[config.mk]
export PLATFORM = sky130hd
export DESIGN_NAME = unidade_load_store_flat
export DESIGN_NICKNAME = d
export VERILOG_FILES = /design/src/rtl/unidade_load_store_if.sv /design/src/rtl/unidade_load_store.sv /design/src/flat_wrapper.sv
export SDC_FILE = /design/constraint.sdc
export NUM_CORES = 1
export LEC_CHECK = 0
export BUFFER_PORTS_ARGS = -buffer_cell sky130_fd_sc_hd__buf_2
export CAP_MARGIN = 20
export CORE_ASPECT_RATIO = 1.5
export CORE_MARGIN = 2
export CORE_UTILIZATION = 30
export CTS_BUF_LIST = sky130_fd_sc_hd__clkbuf_2 sky130_fd_sc_hd__clkbuf_4 sky130_fd_sc_hd__clkbuf_8
export CTS_CLUSTER_DIAMETER = 60
export CTS_CLUSTER_SIZE = 10
export DETAILED_ROUTE_END_ITERATION = 7
export PLACE_DENSITY = 0.6
export SETUP_SLACK_MARGIN = 0.4
export SYNTH_ARGS = -nofsm -noshare
export SYNTH_HDL_FRONTEND = slang
export SYNTH_SLANG_ARGS = --single-unit
[constraint.sdc]
create_clock -name clock_i -period 2.1 [get_ports clock_i]
set_input_delay 0.21 -clock clock_i [delete_from_list [all_inputs] [get_ports clock_i]]
set_output_delay 0.21 -clock clock_i [all_outputs]
set_load 0.05 [all_outputs]
[src/rtl/unidade_load_store_if.sv]
// Request, response and data-memory bus of the load/store unit.
interface unidade_load_store_if;
   localparam int unsigned BITS_PALAVRA  = 16;
   localparam int unsigned END_REGISTROS = 16;

   logic                     req_valido;
   logic                     req_pronto;
   logic                     req_escrita;
   logic                     req_byte;
   logic                     req_meio;
   logic                     req_sinal;
   logic [END_REGISTROS-1:0] req_end;
   logic [BITS_PALAVRA-1:0]  req_dado;
   logic                     resp_valido;
   logic [BITS_PALAVRA-1:0]  resp_dado;
   logic                     mem_hab_escrita;
   logic [END_REGISTROS-1:0] mem_endereco;
   logic [BITS_PALAVRA-1:0]  mem_entrada;
   logic [BITS_PALAVRA-1:0]  mem_saida;

   // Environment side: execute stage issuing requests plus the data memory.
   modport master (
      output req_valido, req_escrita, req_byte, req_meio, req_sinal, req_end, req_dado,
      input  req_pronto, resp_valido, resp_dado,
      input  mem_hab_escrita, mem_endereco, mem_entrada,
      output mem_saida
   );

   // Load/store unit side.
   modport slave (
      input  req_valido, req_escrita, req_byte, req_meio, req_sinal, req_end, req_dado,
      output req_pronto, resp_valido, resp_dado,
      output mem_hab_escrita, mem_endereco, mem_entrada,
      input  mem_saida
   );
endinterface

[src/rtl/unidade_load_store.sv]
// Load/store unit: one request at a time, byte loads with extension,
// byte stores as read-modify-write of the addressed 16-bit word.
module unidade_load_store (
   input  logic                 clock_i,
   input  logic                 reset_i,
   unidade_load_store_if.slave  ls
);
   localparam int unsigned BITS_PALAVRA  = 16;
   localparam int unsigned END_REGISTROS = 16;
   localparam int unsigned BITS_BYTE     = 8;

   typedef enum logic [1:0] {OCIOSO, LEITURA, CAPTURA, ESCRITA} estado_t;

   estado_t                  estado_q;
   logic                     escrita_q;
   logic                     byte_q;
   logic                     meio_q;
   logic                     sinal_q;
   logic [BITS_BYTE-1:0]     dado_q;
   logic                     resp_valido_q;
   logic [BITS_PALAVRA-1:0]  resp_dado_q;
   logic                     hab_escrita_q;
   logic [END_REGISTROS-1:0] endereco_q;
   logic [BITS_PALAVRA-1:0]  entrada_q;

   logic [BITS_BYTE-1:0]     byte_sel_c;
   logic [BITS_PALAVRA-1:0]  resp_dado_d;
   logic [BITS_PALAVRA-1:0]  entrada_byte_d;

   // Lane selection, load extension and byte merge from the memory read word.
   always_comb begin
      byte_sel_c     = meio_q ? ls.mem_saida[15:8] : ls.mem_saida[7:0];
      resp_dado_d    = ls.mem_saida;
      if (byte_q) begin
         resp_dado_d = {(sinal_q ? {BITS_BYTE{byte_sel_c[BITS_BYTE-1]}} : {BITS_BYTE{1'b0}}),
                        byte_sel_c};
      end
      entrada_byte_d = meio_q ? {dado_q, ls.mem_saida[7:0]}
                              : {ls.mem_saida[15:8], dado_q};
   end

   // Request sequencing and all registered outputs.
   always_ff @(posedge clock_i) begin
      if (reset_i) begin
         estado_q      <= OCIOSO;
         escrita_q     <= 1'b0;
         byte_q        <= 1'b0;
         meio_q        <= 1'b0;
         sinal_q       <= 1'b0;
         dado_q        <= '0;
         resp_valido_q <= 1'b0;
         resp_dado_q   <= '0;
         hab_escrita_q <= 1'b0;
         endereco_q    <= '0;
         entrada_q     <= '0;
      end else begin
         resp_valido_q <= 1'b0;
         hab_escrita_q <= 1'b0;
         case (estado_q)
            OCIOSO: begin
               if (ls.req_valido) begin
                  escrita_q  <= ls.req_escrita;
                  byte_q     <= ls.req_byte;
                  meio_q     <= ls.req_meio;
                  sinal_q    <= ls.req_sinal;
                  dado_q     <= ls.req_dado[7:0];
                  endereco_q <= ls.req_end;
                  if (ls.req_escrita && !ls.req_byte) begin
                     entrada_q     <= ls.req_dado;
                     hab_escrita_q <= 1'b1;
                     estado_q      <= ESCRITA;
                  end else begin
                     estado_q <= LEITURA;
                  end
               end
            end
            LEITURA: estado_q <= CAPTURA;
            CAPTURA: begin
               if (escrita_q) begin
                  entrada_q     <= entrada_byte_d;
                  hab_escrita_q <= 1'b1;
                  estado_q      <= ESCRITA;
               end else begin
                  resp_dado_q   <= resp_dado_d;
                  resp_valido_q <= 1'b1;
                  estado_q      <= OCIOSO;
               end
            end
            ESCRITA: estado_q <= OCIOSO;
            default: estado_q <= OCIOSO;
         endcase
      end
   end

   // Ready and write enable are also masked by reset so nothing leaks while it is held.
   assign ls.req_pronto      = (estado_q == OCIOSO) && !reset_i;
   assign ls.mem_hab_escrita = hab_escrita_q && !reset_i;
   assign ls.mem_endereco    = endereco_q;
   assign ls.mem_entrada     = entrada_q;
   assign ls.resp_valido     = resp_valido_q;
   assign ls.resp_dado       = resp_dado_q;
endmodule

[src/flat_wrapper.sv]
// flat-port wrapper written by rule: the top's interface ports become plain ports
module unidade_load_store_flat 
  (clock_i, reset_i, ls_req_valido, ls_req_escrita, ls_req_byte, ls_req_meio, ls_req_sinal, ls_req_end, ls_req_dado, ls_req_pronto, ls_resp_valido, ls_resp_dado, ls_mem_hab_escrita, ls_mem_endereco, ls_mem_entrada, ls_mem_saida);
  unidade_load_store_if ls_i ();
  input  logic clock_i;
  input  logic reset_i;
  input wire logic [$bits(ls_i.req_valido)-1:0] ls_req_valido;
  input wire logic [$bits(ls_i.req_escrita)-1:0] ls_req_escrita;
  input wire logic [$bits(ls_i.req_byte)-1:0] ls_req_byte;
  input wire logic [$bits(ls_i.req_meio)-1:0] ls_req_meio;
  input wire logic [$bits(ls_i.req_sinal)-1:0] ls_req_sinal;
  input wire logic [$bits(ls_i.req_end)-1:0] ls_req_end;
  input wire logic [$bits(ls_i.req_dado)-1:0] ls_req_dado;
  output wire logic [$bits(ls_i.req_pronto)-1:0] ls_req_pronto;
  output wire logic [$bits(ls_i.resp_valido)-1:0] ls_resp_valido;
  output wire logic [$bits(ls_i.resp_dado)-1:0] ls_resp_dado;
  output wire logic [$bits(ls_i.mem_hab_escrita)-1:0] ls_mem_hab_escrita;
  output wire logic [$bits(ls_i.mem_endereco)-1:0] ls_mem_endereco;
  output wire logic [$bits(ls_i.mem_entrada)-1:0] ls_mem_entrada;
  input wire logic [$bits(ls_i.mem_saida)-1:0] ls_mem_saida;
  assign ls_i.req_valido = ls_req_valido;
  assign ls_i.req_escrita = ls_req_escrita;
  assign ls_i.req_byte = ls_req_byte;
  assign ls_i.req_meio = ls_req_meio;
  assign ls_i.req_sinal = ls_req_sinal;
  assign ls_i.req_end = ls_req_end;
  assign ls_i.req_dado = ls_req_dado;
  assign ls_req_pronto = ls_i.req_pronto;
  assign ls_resp_valido = ls_i.resp_valido;
  assign ls_resp_dado = ls_i.resp_dado;
  assign ls_mem_hab_escrita = ls_i.mem_hab_escrita;
  assign ls_mem_endereco = ls_i.mem_endereco;
  assign ls_mem_entrada = ls_i.mem_entrada;
  assign ls_i.mem_saida = ls_mem_saida;
  unidade_load_store u_core (.clock_i(clock_i), .reset_i(reset_i), .ls(ls_i));
endmodule
# After elaboration in Yosys (flattened, before gate mapping)
# Cells that the tools add are included.
# W data, S select, Z words.
[word_totals]
reg_bits = 64
output_inout_bits = 51
inputBits = 55
[op_classes]
bitwise = 2
n_reduce_logical = 11
n_eq_ne = 6
n_mux = 17
[op_table]
columns = ["operator", "count"]
rows = [
  ["$mux W16", 5],
  ["$pmux W16 S2", 1],
  ["$mux W8", 2],
  ["$pmux W2 S4", 1],
  ["$mux W2", 3],
  ["$eq A2 B2 Y1 const B", 2],
  ["$mux W1", 4],
  ["$ne A2 B1 Y1 const B", 2],
  ["$reduce_and A2 Y1", 2],
  ["$reduce_and A4 Y1", 1],
  ["$logic_and A1 B1 Y1", 3],
  ["$eq A2 B1 Y1 const B", 1],
  ["$logic_not A1 Y1", 2],
  ["$logic_not A2 Y1", 1],
  ["$ne A2 B2 Y1 const B", 1],
  ["$not A1 Y1", 2],
  ["$pmux W1 S2", 1],
  ["$reduce_bool A2 Y1", 1],
  ["$reduce_or A2 Y1", 1],
]

# Depth between registers and ports, before layout
[logic_depth]
ltp_word = 5
ltp_mapped = 8
mapped_depth_nobuf = 4

# Least setup slack after synthesis
# No wires, ideal clock.
[synth_path]
kind = "in2out"
start = "input port reset_i"
end = "output port ls_req_pronto"
cell_stages = 3
setup_slack_ns = 0.196
arrival_time_ns = 1.694
n_path_buf = 2
cell_sequence = "clkbuf_1 -> buf_1 -> nor3_1"
[synth_via]
elab_chain_len = 2
[synth_lines]
columns = ["item", "line_no", "rtl"]
rows = [
  ["start, declared", "flat_wrapper.sv:6", "input logic reset_i;"],
  ["$logic_not A1 Y1", "unidade_load_store.sv:96", "assign ls.req_pronto = (estado_q == OCIOSO) && !reset_i;"],
  ["$logic_and A1 B1 Y1", "unidade_load_store.sv:96", ""],
  ["end, declared", "flat_wrapper.sv:14", "output wire logic [$bits(ls_i.req_pronto)-1:0] ls_req_pronto;"],
]
# No other way between the ends.

# Worst setup path after layout
[layout_path]
start = "register u_core.estado_q[1]"
end = "register u_core.resp_dado_q[5], in the netlist u_core.ls.resp_dado[5]"
[layout_via]
elab_chain_len = 2
[layout_lines]
columns = ["item", "line_no", "rtl"]
rows = [
  ["start, declared", "unidade_load_store.sv:14", "estado_t estado_q;"],
  ["start signal, assigned", "unidade_load_store.sv:45", "estado_q <= OCIOSO;"],
  ["start signal, assigned", "unidade_load_store.sv:71", "estado_q <= ESCRITA;"],
  ["start signal, assigned", "unidade_load_store.sv:73", "estado_q <= LEITURA;"],
  ["$eq A2 B2 Y1", "unidade_load_store.sv:59", "case (estado_q)"],
  ["$reduce_and A2 Y1 (no line)", "-", ""],
  ["end signal, assigned", "unidade_load_store.sv:84", "resp_dado_q <= resp_dado_d;"],
  ["end, declared", "unidade_load_store.sv:21", "logic [BITS_PALAVRA-1:0] resp_dado_q;"],
]
# No other way between the ends.
# A chain may end at the register's enable or synchronous reset.

==> metrics <==
Critical Path End Type=flip-flop; max-cap violations=0; Synth top area share=45.8%; gp weighted congestion=0.824; RR Endpoint=u_core.ls.resp_dado[5]$_SDFFE_PP0P_; Worst Max-Slew Pin Slew=606 ps; Crit path depth=5; leading post-synthesis cells by cell area=dfxtp_1 (46%), nand2_1 (11%), a21oi_1 (9.5%), mux2i_1 (6.1%), a211o_1 (5.0%); worst reg2reg path depth=5; Leak=1.54 nW; All-Layer GR Usage=14.8%; HPWL Detailed=5650 um; crit-path cells=nor2b_2 -> and2b_1 -> buf_4 -> nor2_1 -> a311oi_2; Final #Nets=488; CP Launch Point=u_core.estado_q[1]$_SDFFE_PP0P_; Avg Cell Area, Syn=8.33 um2; crit path max-delay cell type=dfxtp_1; CTS Buf Count=9; Max Freq=0.646 GHz; final count of hold timing violations=0; drc violations=0; critical path class=reg -> reg; # rows=43; fin. max-slew vios=0; vias in the first global route=2420; VDD IR max=363 uV; core area=9150 um2; total power=0.00301 W; Clock transition at path regs=70 ps; I/O pins=106; Slew HR=59.4%; final period utilization=73.7%; htree depth=3; R2R Setup Slk=550 ps; final setup vio count=0; worst skew pair latency=340 ps; required time worst endpoint=2350 ps; Worst Path Max Fanout=33; worst path buffer plus inverter count=1; Post-Synth XOR/XNOR Area=0%; Post-Syn Area=2800 um2; Hold WC Path Type=in -> reg; crit path time final=1550 ps; area leader, netlist=dfxtp_1; count of cells resized by post-cts repair=0; Worst path top cell family by delay=simple AND/OR/NAND/NOR gates; Avg WL per Cell=13.9 um; vias per cell=4.83; via count=2651; CP peak stage delay=420 ps; Synth warnings=0; Clock Skews=6.77 ps; final setup TNS=0 ps; post-synthesis compound-gate area fraction=22.8%; CTS tree=done; sequential fraction of the synthesis area=45.8%; CTS max path bufs=2; status=finished clean; share of cells above drive strength 1=33.4%; Syn-to-layout area delta=28.3%; die height=122 um; CP Launch Type=flip-flop; port buffer count=105; Post-Synth Simple-Gate Area=19.7%; pwr dens=838 nW/um2; root buffer cell=clkbuf_8; final WL=7640 um; end of the critical path=u_core.ls.resp_dado[5]$_SDFFE_PP0P_; mux contribution to synthesized area=6.08%; worst r2r src=u_core.estado_q[1]$_SDFFE_PP0P_; initial cell density of the core=30.6%; Yosys reg bits=64; Die ar.=10100 um2; Initial DRC Count=134; post-CTS setup buffer count=0; hold buffers post-CTS=0; Adder-Cell Fraction of Synth Area=0%; initial antenna violation count=0; first-pass GRT wire length=11900 um; Unique masters post-synth=28; drt pass-1 iters=4; Syn Inst Count=336; Mapped Nets=391; # diodes=0; Routed Antenna Nets=0; Die Width=82.9 um; Remaining Overflow, GRT=0; Critical Path AT=1800 ps; largest net degree at the start of global routing=47; RSZ-0062 raised after global routing=no; CTS sink count=64; combinational family with the most area after synthesis=compound AO/OA/AOI/OAI gates
## registers in the layout (all words and copies together), names as in the netlist
| signal | flops |
|---|---|
| u_core.dado_q | 8 |
| u_core.ls.resp_dado | 16 |
| u_core.hab_escrita_q | 1 |
| u_core.meio_q | 1 |
| u_core.sinal_q | 1 |
| u_core.ls.resp_valido | 1 |
| u_core.escrita_q | 1 |
| u_core.byte_q | 1 |
| u_core.estado_q | 2 |
| u_core.ls.mem_endereco | 16 |
| u_core.ls.mem_entrada | 16 |
## synthesized netlist by cell type
cell,count
a311oi_2,5
buf_2,8
nand3_1,8
buf_1,2
a211oi_1,1
buf_4,6
a311oi_1,3
nor2_1,34
and2_1,1
a211oi_2,8
a21o_1,1
a31oi_1,1
a21oi_1,53
nor3_1,1
inv_1,2
nor2b_1,3
nand2_1,84
clkbuf_1,10
and2b_1,1
a211o_1,16
or2_2,1
nor2_2,1
buf_6,2
dfxtp_1,64
nand4bb_1,1
a2bb2oi_1,1
mux2i_1,17
nand2b_1,1
## worst min path at each step
stage / from / to / slack [ps] / depth (start not counted)
finish: ls_req_end[1] / u_core.ls.mem_endereco[1]$_SDFFE_PP0P_ / 110 / 3
CTS: ls_req_end[1] / u_core.ls.mem_endereco[1]$_SDFFE_PP0P_ / 90 / 3
global placement: u_core.ls.mem_entrada[2]$_SDFFE_PP0P_ / u_core.ls.mem_entrada[2]$_SDFFE_PP0P_ / 440 / 2
global route: ls_req_end[11] / u_core.ls.mem_endereco[11]$_SDFFE_PP0P_ / 90 / 3
floorplan: reset_i / u_core.estado_q[0]$_SDFFE_PP0P_ / 290 / 1
detailed placement: u_core.ls.mem_endereco[15]$_SDFFE_PP0P_ / u_core.ls.mem_endereco[15]$_SDFFE_PP0P_ / 450 / 2
## logic make-up after synthesis
kind of cell	Yosys count
muxes	17
buffers and inverters	30
AOI/OAI and AO/OA	89
and+or+nand+nor	136
DFF	64
## layer usage
layer / GRT usage (%) / share of wire (%) / wire, um / vias up
met5: 0 / 0 / 0 / -
met4: 7.79 / 2.9 / 221 / 0
met3: 4.64 / 6.1 / 462 / 12
met2: 25.6 / 51 / 3920 / 83
met1: 16.3 / 40 / 3030 / 1205
li1: - / - / - / 1351
## layout make-up
class	instances	area (um2)
clock inverter	4	45.0
timing repair buffer	114	606
fill	974	5560
tap	112	140
clock buffer	11	145
inverter	2	7.51
multi-input combinational	242	1370
sequential	64	1280
## cell usage in the layout (no fill, tap or decap)
cell / Yosys / routed
nand4bb_1: 1 / 1
nor2_2: 1 / 1
buf_12: 0 / 1
a211oi_1: 1 / 1
nand3_1: 8 / 8
nor2_1: 34 / 34
bufinv_16: 0 / 1
nand2_1: 84 / 84
a31oi_1: 1 / 1
a21o_1: 1 / 1
nor2b_1: 3 / 2
clkinv_2: 0 / 3
a21oi_1: 53 / 53
clkbuf_4: 0 / 1
a211o_1: 16 / 16
dfxtp_1: 64 / 64
a311oi_1: 3 / 3
mux2i_1: 17 / 17
buf_4: 6 / 8
a311oi_2: 5 / 5
inv_1: 2 / 2
a2bb2oi_1: 1 / 1
nand2b_1: 1 / 1
and2_1: 1 / 1
nor3_2: 0 / 1
nor2b_2: 0 / 1
a211oi_2: 8 / 8
buf_2: 8 / 105
and2b_1: 1 / 1
or2_2: 1 / 1
clkbuf_8: 0 / 10
## where the power goes
group | internal (W) | switching [W] | total, W | leakage (nW)
Sequential | 0.00129 | 0.0000434 | 0.00133 | 0.523
Combinational | 0.000192 | 0.000445 | 0.000638 | 0.918
Clock | 0.000581 | 0.000455 | 0.00104 | 0.102
Total | 0.00206 | 0.000944 | 0.00301 | 1.54
## per-stage QoR
step | std cells | utilization [%] | cell area (um2) | setup WS [ps] | hold slack, ps
finish | 549 | 39.2 | 3590 | 552 | 109
global route | 549 | 39.2 | 3590 | 402 | 92.1
CTS | 549 | 39.2 | 3590 | 558 | 88.1
detailed placement | 534 | 37.2 | 3400 | 576 | 447
global placement | 534 | 37.2 | 3400 | 648 | 443
floorplan | 336 | - | 2800 | 624 | 290
## tightest hold or removal path: cells and delay by family
kind / cells / cell delay, ps
buf+inv: 1 / 90
simple gates: 1 / 40
compound gates: 1 / 50
No activity file was read; power rests on OpenSTA's default activity.
